<file path="src/rtl/auction_bid_collector_if.sv">
// Bus between the bidders, the auction bid collector and the downstream auction.
//   master : drives in_valid/in_id/in_bid/close/bid_ack and observes the collector.
//   slave  : the collector; drives in_ready, bid, bid_valid, submitted, count, dup_err.
interface auction_bid_collector_if #(
    parameter int N = 2,
    parameter int W = 2
);
    localparam int NB = 1 << N;

    logic              in_valid;
    logic              in_ready;
    logic [N-1:0]      in_id;
    logic [W-1:0]      in_bid;
    logic              close;
    logic [NB*W-1:0]   bid;
    logic              bid_valid;
    logic              bid_ack;
    logic [NB-1:0]     submitted;
    logic [N:0]        count;
    logic              dup_err;

    modport master (
        output in_valid, in_id, in_bid, close, bid_ack,
        input  in_ready, bid, bid_valid, submitted, count, dup_err
    );

    modport slave (
        input  in_valid, in_id, in_bid, close, bid_ack,
        output in_ready, bid, bid_valid, submitted, count, dup_err
    );
endinterface

</file>
<file path="src/rtl/auction_bid_collector.sv">
// Auction bid collector: gathers one bid per cycle from 2**N bidders, closes the
// round when every bidder has bid or on close, then holds the packed bid vector
// until bid_ack.
//   clk  : rising-edge clock
//   rst  : synchronous active-high reset
//   bus  : auction_bid_collector_if.slave (bid handshake, close, packed result,
//          submitted mask, count, dup_err pulse, bid_ack)

// One bidder lane: stores that bidder's bid and whether it has been recorded.
module auction_bid_slot #(
    parameter int W = 2
) (
    input  logic         clk,
    input  logic         rst,
    input  logic         clr,
    input  logic         wr_en,
    input  logic [W-1:0] wr_data,
    output logic [W-1:0] q,
    output logic         set
);
    always_ff @(posedge clk) begin
        if (rst || clr) begin
            q   <= '0;
            set <= 1'b0;
        end else if (wr_en) begin
            q   <= wr_data;
            set <= 1'b1;
        end
    end
endmodule

module auction_bid_collector #(
    parameter int N = 2,
    parameter int W = 2
) (
    input  logic                    clk,
    input  logic                    rst,
    auction_bid_collector_if.slave  bus
);
    localparam int NB = 1 << N;

    typedef enum logic {
        S_COLLECT = 1'b0,
        S_HOLD    = 1'b1
    } state_t;

    typedef struct packed {
        logic [N-1:0] id;
        logic [W-1:0] val;
    } bid_req_t;

    state_t                  state_q, state_d;
    bid_req_t                req;
    logic [NB-1:0][W-1:0]    slot_q;
    logic [NB-1:0]           sub_q;
    logic [NB-1:0]           lane_wr;
    logic [N:0]              count_q, count_d;
    logic                    dup_q;
    logic                    accept, dup, acc_new, round_clr;

    assign req = {bus.in_id, bus.in_bid};

    // in_ready is 1 exactly in COLLECT, so an offer there is always taken.
    assign accept    = (state_q == S_COLLECT) && bus.in_valid;
    assign dup       = accept && sub_q[req.id];
    assign acc_new   = accept && !sub_q[req.id];
    assign round_clr = (state_q == S_HOLD) && bus.bid_ack;

    for (genvar i = 0; i < NB; i++) begin : g_lane
        assign lane_wr[i] = acc_new && (req.id == N'(i));

        auction_bid_slot #(.W(W)) u_slot (
            .clk     (clk),
            .rst     (rst),
            .clr     (round_clr),
            .wr_en   (lane_wr[i]),
            .wr_data (req.val),
            .q       (slot_q[i]),
            .set     (sub_q[i])
        );
    end

    always_comb begin
        count_d = count_q;
        if (round_clr)
            count_d = '0;
        else if (acc_new)
            count_d = count_q + (N+1)'(1);
    end

    always_ff @(posedge clk) begin
        if (rst) begin
            state_q <= S_COLLECT;
            count_q <= '0;
            dup_q   <= 1'b0;
        end else begin
            state_q <= state_d;
            count_q <= count_d;
            dup_q   <= dup;
        end
    end

    // A same-cycle accept is applied by the lanes before the close takes effect,
    // so the bid that arrives with close is part of the held result.
    always_comb begin
        state_d = state_q;
        case (state_q)
            S_COLLECT: begin
                if ((acc_new && (count_q == (N+1)'(NB-1))) || bus.close)
                    state_d = S_HOLD;
            end
            S_HOLD: begin
                if (bus.bid_ack)
                    state_d = S_COLLECT;
            end
            default: state_d = S_COLLECT;
        endcase
    end

    assign bus.in_ready  = (state_q == S_COLLECT);
    assign bus.bid_valid = (state_q == S_HOLD);
    assign bus.bid       = slot_q;
    assign bus.submitted = sub_q;
    assign bus.count     = count_q;
    assign bus.dup_err   = dup_q;
endmodule
</file>
<file path="src/flat_wrapper.sv">
// flat-port wrapper written by rule: the top's interface ports become plain ports
module auction_bid_collector_flat 
#(
    parameter int N = 2,
    parameter int W = 2
)
  (clk, rst, bus_in_valid, bus_in_id, bus_in_bid, bus_close, bus_bid_ack, bus_in_ready, bus_bid, bus_bid_valid, bus_submitted, bus_count, bus_dup_err);
  auction_bid_collector_if #(.N(N), .W(W)) bus_i ();
  input  logic clk;
  input  logic rst;
  input wire logic [$bits(bus_i.in_valid)-1:0] bus_in_valid;
  input wire logic [$bits(bus_i.in_id)-1:0] bus_in_id;
  input wire logic [$bits(bus_i.in_bid)-1:0] bus_in_bid;
  input wire logic [$bits(bus_i.close)-1:0] bus_close;
  input wire logic [$bits(bus_i.bid_ack)-1:0] bus_bid_ack;
  output wire logic [$bits(bus_i.in_ready)-1:0] bus_in_ready;
  output wire logic [$bits(bus_i.bid)-1:0] bus_bid;
  output wire logic [$bits(bus_i.bid_valid)-1:0] bus_bid_valid;
  output wire logic [$bits(bus_i.submitted)-1:0] bus_submitted;
  output wire logic [$bits(bus_i.count)-1:0] bus_count;
  output wire logic [$bits(bus_i.dup_err)-1:0] bus_dup_err;
  assign bus_i.in_valid = bus_in_valid;
  assign bus_i.in_id = bus_in_id;
  assign bus_i.in_bid = bus_in_bid;
  assign bus_i.close = bus_close;
  assign bus_i.bid_ack = bus_bid_ack;
  assign bus_in_ready = bus_i.in_ready;
  assign bus_bid = bus_i.bid;
  assign bus_bid_valid = bus_i.bid_valid;
  assign bus_submitted = bus_i.submitted;
  assign bus_count = bus_i.count;
  assign bus_dup_err = bus_i.dup_err;
  auction_bid_collector #(.N(N), .W(W)) u_core (.clk(clk), .rst(rst), .bus(bus_i));
endmodule
</file>
<file path="config.mk">
export PLATFORM = sky130hd
export DESIGN_NAME = auction_bid_collector_flat
export DESIGN_NICKNAME = d
export VERILOG_FILES = /design/src/rtl/auction_bid_collector_if.sv /design/src/rtl/auction_bid_collector.sv /design/src/flat_wrapper.sv
export SDC_FILE = /design/constraint.sdc
export NUM_CORES = 1
export LEC_CHECK = 0
export CORE_UTILIZATION = 59
export DETAILED_ROUTE_END_ITERATION = 12
export DONT_BUFFER_PORTS = 1
export PLACE_DENSITY = 0.75
export REMOVE_ABC_BUFFERS = 1
export SYNTH_ARGS = -nofsm -noshare
export SYNTH_HDL_FRONTEND = slang
export SYNTH_SLANG_ARGS = --single-unit
export TNS_END_PERCENT = 50
</file>
<file path="constraint.sdc">
create_clock -name clk -period 1.8 [get_ports clk]
set_input_delay 0.27 -clock clk [delete_from_list [all_inputs] [get_ports clk]]
set_output_delay 0.27 -clock clk [all_outputs]
set_load 0.02 [all_outputs]
</file>
==> reports/qor_table.md, run 1 <==
| Quantity | This run | Unit |
|:---|:---|:---|
| Status | completed | - |
| Count of flip-flops with a built-in enable after synthesis | 0 | - |
| Total number of placement rows | 13 | - |
| Portion of the clock cycle consumed by the worst path in the final layout | 72.78 | % |
| Routed wire per std cell | 13.70 | microns |
| Share of the synthesized area in the top cell type | 41.03 | % |
| Cells taking the most area after synthesis | dfxtp_1 (41%), a21oi_1 (7.8%), mux2i_1 (6.0%), nand3_1 (4.8%), buf_4 (3.6%) | - |
| Power per cell area | 859.9 | nW/um^2 |
| CORE AREA | 1301 | sq um |
| Proportion of synthesized chip area in sequential cells | 41.03 | % |
| Average instance area after synthesis | 9.217 | sq um |
| CP max stage cell | dfxtp_1 | - |
| Number of distinct library cell variants in the gate-level netlist after synthesis | 25 | - |
| Count of mapped cells out of synthesis | 90 | - |
| Aggregate negative setup slack | 0 | ns |
| Data required, critical path | 2.01 | ns |
| Final nets | 99 | - |
| Count of boundary I/O pins | 27 | - |
| Starting utilization of the core area | 63.75 | % |
| Drt total wl | 1397 | microns |
| Final clock skew | 0.001810 | ns |
| Drt drc | 0 | - |
| Die width | 39.50 | microns |
| Placed Instances | 98 | - |
| CP Cell Sequence | mux2i_1, mux2_2, nor4b_2 | - |
| Proportion of register bits with asynchronous set or reset after synthesis | 0 | % |
| Placer congestion estimate | 0.6830 | - |
| Port buffer count | 0 | - |
| Netlist Area Pre-Place | 829.5 | sq um |
| Number of buffer and inverter stages on the critical path | 0 | - |
| Crit path launch type | register | - |
| Most common cell in the netlist | dfxtp_1 | - |
| Total iterations of the first detailed-routing run | 3 | - |
| Final-layout fill cell count | 118 | - |
| Seq. cell area | 340.3 | sq um |
| Number of global-route vias before repair | 574 | - |
| Hold Path Origin | rst | - |
| Endpoints failing hold | 0 | - |
| Initial detailed-routing violation count | 8 | - |
| Kind of cell with the highest combined delay on the critical path | flip-flops | - |
| Max-Slew Margin vs Limit | 67.13 | % |
| Number of cells on the critical path | 3 | - |
| Largest net degree at the start of global routing | 15 | - |
| Die Area | 1560 | sq um |
| Primary flip-flop cell chosen by synthesis mapping | dfxtp_1 | - |
| Transition time at the pin with the least slew margin | 0.4930 | ns |
| Final setup violation count | 0 | - |
| Detailed-route via count | 604 | - |
| CTS Buffer Depth | 2 | - |
| Area Overhead vs Synth | -0.9051 | % |
| # resized after CTS | 0 | - |
| Final core area utilization | 63.17 | % |
| Count of antenna diodes in the layout | 0 | - |
| Top cells by instance count after synthesis | dfxtp_1 (17), a21oi_1 (13), nand3_1 (8) | - |
| Setup crit end kind | register | - |
| Minimum clock period after layout | 1.310 | ns |
| Global-route wire length before repair | 2297 | microns |
| CP max FO | 6 | - |
| Area of the multi-input gates | 420.4 | sq um |
| Number of cells on the worst reg-to-reg path | 3 | - |
| Largest stage delay, worst path | 0.53 | ns |
| Worst-path clk slew | 0.10 | ns |
| Worst skew pair latency | 0.29 | ns |
| Post-synthesis sequential element count | 17 | - |
| Cell type with the largest total area after synthesis | dfxtp_1 | - |
| Fraction of final layout cells with drive strength greater than 1 | 11.49 | % |
| CTS buffer count | 3 | - |
| Syn. warnings | 0 | - |
| Highest clock frequency the design can meet | 763.3 | MHz |
| Post-Layout Cell Count | 102 | - |
| Estimated wirelength of the detail-placed design | 1086 | microns |
| Sinks on Clock Net | 17 | - |
| Vias/cell | 5.922 | - |
| Number of pins exceeding their max-slew limit in the final report | 0 | - |
| Cell count of the worst hold path | 1 | - |
| Number of buffers inserted for hold repair after clock tree synthesis | 0 | - |
| Vertical die dimension | 39.50 | microns |
| Clock root buffer master | clkbuf_4 | - |
| Critical register-to-register path startpoint | u_core.g_lane[1].u_slot.set$_SDFFE_PP0P_ | - |
| Worst ir drop on vdd | 0.5161 | mV |
| Critical Path AT | 1.52 | ns |
| H-tree level count | 1 | - |
| Maxcap violations | 0 | - |
| GRT Total Usage | 22.25 | % |
| Detail Route Antenna Nets | 0 | - |
| Worst Setup SP | u_core.g_lane[1].u_slot.set$_SDFFE_PP0P_ | - |
| Leakage power | 0.3049 | nW |
| Number of antenna violations at the first check in global routing | 0 | - |
| Unrepaired setup endpoints after global routing | false | - |
| CTS tree | done | - |
| Total congestion overflow after global routing | 0 | - |
| Kind of critical path | reg2reg | - |
| Post-CTS Setup Inserts | 0 | - |
| Class of the most critical hold timing path | in2reg | - |
## placed cells by master (no fill, tap or decap)
master and instances:
mux2_2 1, and3b_1 1, o31ai_1 4, nor2b_1 2, or3b_4 1, o21ai_0 3, a22oi_4 1, dfxtp_1 17
nor4b_2 1, nand2_1 5, ha_1 2, mux2i_1 5, nor3b_4 1, inv_1 2, clkbuf_4 3, a21o_1 1
clkinv_2 1, o21ai_1 3, nand2b_1 4, nand3b_1 1, nand3_1 8, buf_4 1, nor2_1 6, a21oi_1 13
## where the power goes
group | leakage [nW] | total (mW) | switching [mW] | internal [mW]
sequential | 0.138 | 0.419 | 0.0287 | 0.391
clock | 0.0177 | 0.204 | 0.122 | 0.0826
combinational | 0.149 | 0.0833 | 0.0482 | 0.0351
## routing by layer
| layer | track usage (%) | share of wire (%) |
|---|---|---|
| met4 | 12.93 | 1.7 |
| met3 | 5.114 | 6.2 |
| met2 | 35.66 | 47 |
| met5 | 0 | 0 |
| met1 | 26.64 | 45 |
## cell families (layout without fill, tap and decap cells)
kind of cell | Yosys count | in the layout | synth area share (%)
flops | 17 | 17 | 41.03
fa+ha+maj | 2 | 2 | 3.016
simple gates | 30 | 30 | 21.72
compound gates | 25 | 25 | 18.55
mux | 6 | 6 | 7.391
buf+inv | 10 | 7 | 8.295
## layout make-up
cell class,instances,share of cell area (%)
flip-flops and latches,17,41.40
multi-input cells,63,51.14
repair buffers,1,0.9132
clock buffers,3,2.740
well taps,15,2.283
clock inverters,1,0.6088
inverters,2,0.9132
## final timing paths
check,end,slack (ns)
setup / recovery,u_core.bus.dup_err$_SDFF_PP0_,0.49
hold / removal,u_core.bus.dup_err$_SDFF_PP0_,0.04
setup reg to reg,u_core.bus.dup_err$_SDFF_PP0_,0.49
hold reg to reg,u_core.g_lane[3].u_slot.q[0]$_SDFFE_PP0P_,0.58
## through the flow
step                area, sq um  hold slack, ns  setup slack (ns)  total power, mW
global placement          794.5          0.3453            0.5277           0.5103
finish                    822.0         0.03803            0.4899           0.7069
CTS                       822.0         0.03679            0.4607           0.7121
floorplan                 768.2          0.3436            0.4145           0.4957
detailed placement        794.5          0.3496            0.4857           0.5126
global route              822.0         0.03656            0.3653           0.7351
## state kept, by name (all words and copies together), names as in the netlist
| signal | cells |
|---|---|
| u_core.g_lane.u_slot.set | 4 |
| u_core.g_lane.u_slot.q | 8 |
| u_core.bus.dup_err | 1 |
| u_core.bus.count | 3 |
| u_core.bus.bid_valid | 1 |
## worst register-to-register path, stage by stage, from the launching register on
cell and delay (ns):
dfxtp_1 0.53, mux2i_1 0.20, mux2_2 0.31, nor4b_2 0.20
Power figures use the tool's default switching activity.
==> inputs of run 2 (changes only) <==
- CORE_UTILIZATION: 59 -> 53
- PLACE_DENSITY: 0.75 -> 0.71
- clock period: 1.8 -> 1.1 ns (I/O delays scaled with it)
==> reports/qor_table.md, run 2 (synthesis gave the netlist of run 1 again) <==
| Quantity | This run | Unit |
|:---|:---|:---|
| Status | complete, but fails checks | - |
| Starting utilization of the core area | 60.00 | % |
| Total iterations of the first detailed-routing run | 3 | - |
| Worst slack, placed | -0.1010 | ns |
| Endpoints failing hold | 0 | - |
| Count of antenna diodes in the layout | 0 | - |
| Detail Route Antenna Nets | 0 | - |
| Vertical die dimension | 41.56 | microns |
| Portion of the clock cycle consumed by the worst path in the final layout | 108.1 | % |
| Maxcap violations | 0 | - |
| Final clock skew | 0.004075 | ns |
| Minimum clock period after layout | 1.189 | ns |
| Most frequent cells in the layout | buf_4 (17), dfxtp_1 (14), a21oi_1 (13), nand3_1 (8), nor2_1 (6) | - |
| Number of pins exceeding their max-slew limit in the final report | 0 | - |
| CTS Buffer Depth | 2 | - |
| Number of global-route vias before repair | 609 | - |
| Initial detailed-routing violation count | 6 | - |
| CTS buffer count | 3 | - |
| Worst-path clk slew | 0.10 | ns |
| Area Overhead vs Synth | 21.27 | % |
| CTS tree | done | - |
| Drt drc | 0 | - |
| Global-route wire length before repair | 2532 | microns |
| Die width | 41.56 | microns |
| Port buffer count | 0 | - |
| Most common library cell in the layout ignoring fill and taps | buf_4 | - |
| Register-to-register path setup slack | -0.09 | ns |
| Data required, critical path | 1.27 | ns |
| Transition time at the pin with the least slew margin | 0.2883 | ns |
| H-tree level count | 1 | - |
| Leakage power | 0.4020 | nW |
| Largest stage delay, worst path | 0.42 | ns |
| Worst-case hold slack | 0.01478 | ns |
| Worst Setup SP | u_core.bus.bid_valid$_SDFF_PP0_ | - |
| Die Area | 1727 | sq um |
| Worst skew pair latency | 0.28 | ns |
| R2R Path End | u_core.g_lane[0].u_slot.q[1]$_SDFFE_PP0P_ | - |
| Final nets | 117 | - |
| Largest net degree at the start of global routing | 15 | - |
| Max-Slew Margin vs Limit | 80.23 | % |
| Drt total wl | 1617 | microns |
| Number of flip-flops in the largest register | 8 | - |
| Post-CTS Setup Inserts | 0 | - |
| Worst ir drop on vdd | 0.7528 | mV |
| Unrepaired setup endpoints after global routing | true | - |
| Setup crit end kind | register | - |
| Vias/cell | 5.542 | - |
| GRT Total Usage | 18.07 | % |
| Total design power | 1.221 | mW |
| Final setup margin | -0.08888 | ns |
| Highest clock frequency the design can meet | 841.1 | MHz |
| Critical register-to-register path startpoint | u_core.bus.bid_valid$_SDFF_PP0_ | - |
| Number of cells on the worst reg-to-reg path | 3 | - |
| Final setup violation count | 5 | - |
| Fraction of final layout cells with drive strength greater than 1 | 32.38 | % |
| Estimated wirelength of the detail-placed design | 1204 | microns |
| Count of boundary I/O pins | 27 | - |
| Power per cell area | 1213 | nW/um^2 |
| Total number of placement rows | 13 | - |
| Crit path launch type | register | - |
| Sinks on Clock Net | 17 | - |
| Kind of critical path | reg2reg | - |
| CP max FO | 5 | - |
| Violated checks | negative setup slack | - |
| Largest reg by FF count | u_core.g_lane.u_slot.q | - |
| Final-layout fill cell count | 108 | - |
| Number of antenna violations at the first check in global routing | 0 | - |
| Clock root buffer master | clkbuf_4 | - |
| Placer congestion estimate | 0.7336 | - |
| Detailed-route via count | 665 | - |
| Critical Path AT | 1.36 | ns |
| Class of the most critical hold timing path | in2reg | - |
| CP max stage cell | or3b_4 | - |
| Total congestion overflow after global routing | 0 | - |
| End of the critical path | u_core.g_lane[0].u_slot.q[1]$_SDFFE_PP0P_ | - |
| Routed wire per std cell | 13.48 | microns |
| Final core area utilization | 72.76 | % |
| CP Cell Sequence | or3b_4, o31ai_4, a21oi_1 | - |
| CORE AREA | 1383 | sq um |
## run 2: metrics by stage
stage	TNS (ns)	std cells	cell area, sq um
finish	-0.2234	120	1006
global placement	-0.2526	115	934.6
floorplan	-2.367	82	768.2
CTS	-0.3648	120	972.2
global route	-0.7386	120	1006
detailed placement	-0.4679	115	934.6
## run 2: report_power, final
part / leakage, nW / switching (mW) / internal, mW / total (mW)
registers: 0.140 / 0.0199 / 0.640 / 0.660
logic: 0.247 / 0.125 / 0.103 / 0.228
clock network: 0.0150 / 0.193 / 0.140 / 0.333
total: 0.402 / 0.337 / 0.883 / 1.22
## run 2: routing by layer
| metal | up-vias | global-route usage [%] | wire (microns) |
|---|---|---|---|
| met2 | 16 | 34.38 | 824 |
| met5 | - | 0 | 0 |
| met1 | 302 | 21.61 | 728 |
| met3 | 0 | 3.913 | 65 |
| met4 | 0 | 0.6452 | 0 |
| li1 | 347 | - | - |
## run 2: worst min-delay path by stage
stage | start | to | slack, ns | cells after the start
2_1_floorplan | rst | u_core.bus.dup_err$_SDFF_PP0_ | 0.24 | 1
3_3_place_gp | rst | u_core.bus.dup_err$_SDFF_PP0_ | 0.25 | 1
3_5_place_dp | rst | u_core.bus.dup_err$_SDFF_PP0_ | 0.25 | 1
4_1_cts | bus_in_bid[0] | u_core.g_lane[2].u_slot.q[0]$_SDFFE_PP0P_ | 0.01 | 2
5_1_grt | bus_in_bid[0] | u_core.g_lane[0].u_slot.q[0]$_SDFFE_PP0P_ | 0.01 | 2
6_report | bus_in_bid[0] | u_core.g_lane[2].u_slot.q[0]$_SDFFE_PP0P_ | 0.01 | 2
## run 2: worst max-delay path: cells and delay by family (launching register included)
kind	cells	cell delay [ns]
compound gates	2	0.28
simple gates	1	0.42
flops	1	0.38
## run 2: layout make-up
class | count | area, sq um | share of cell area, %
clock buffers | 4 | 26.28 | 2.612
inverters | 2 | 10.01 | 0.9950
multi-input cells | 63 | 446.7 | 44.40
flip-flops and latches | 17 | 346.6 | 34.45
well taps | 15 | 18.77 | 1.866
repair buffers | 19 | 157.7 | 15.67
## run 2: timing repair
item,CTS,global route
endpoints found under the hold margin,1,0
setup endpoints to repair,17,14
pin swaps,0,3
hold buffers,1,0
resized for setup,1,10
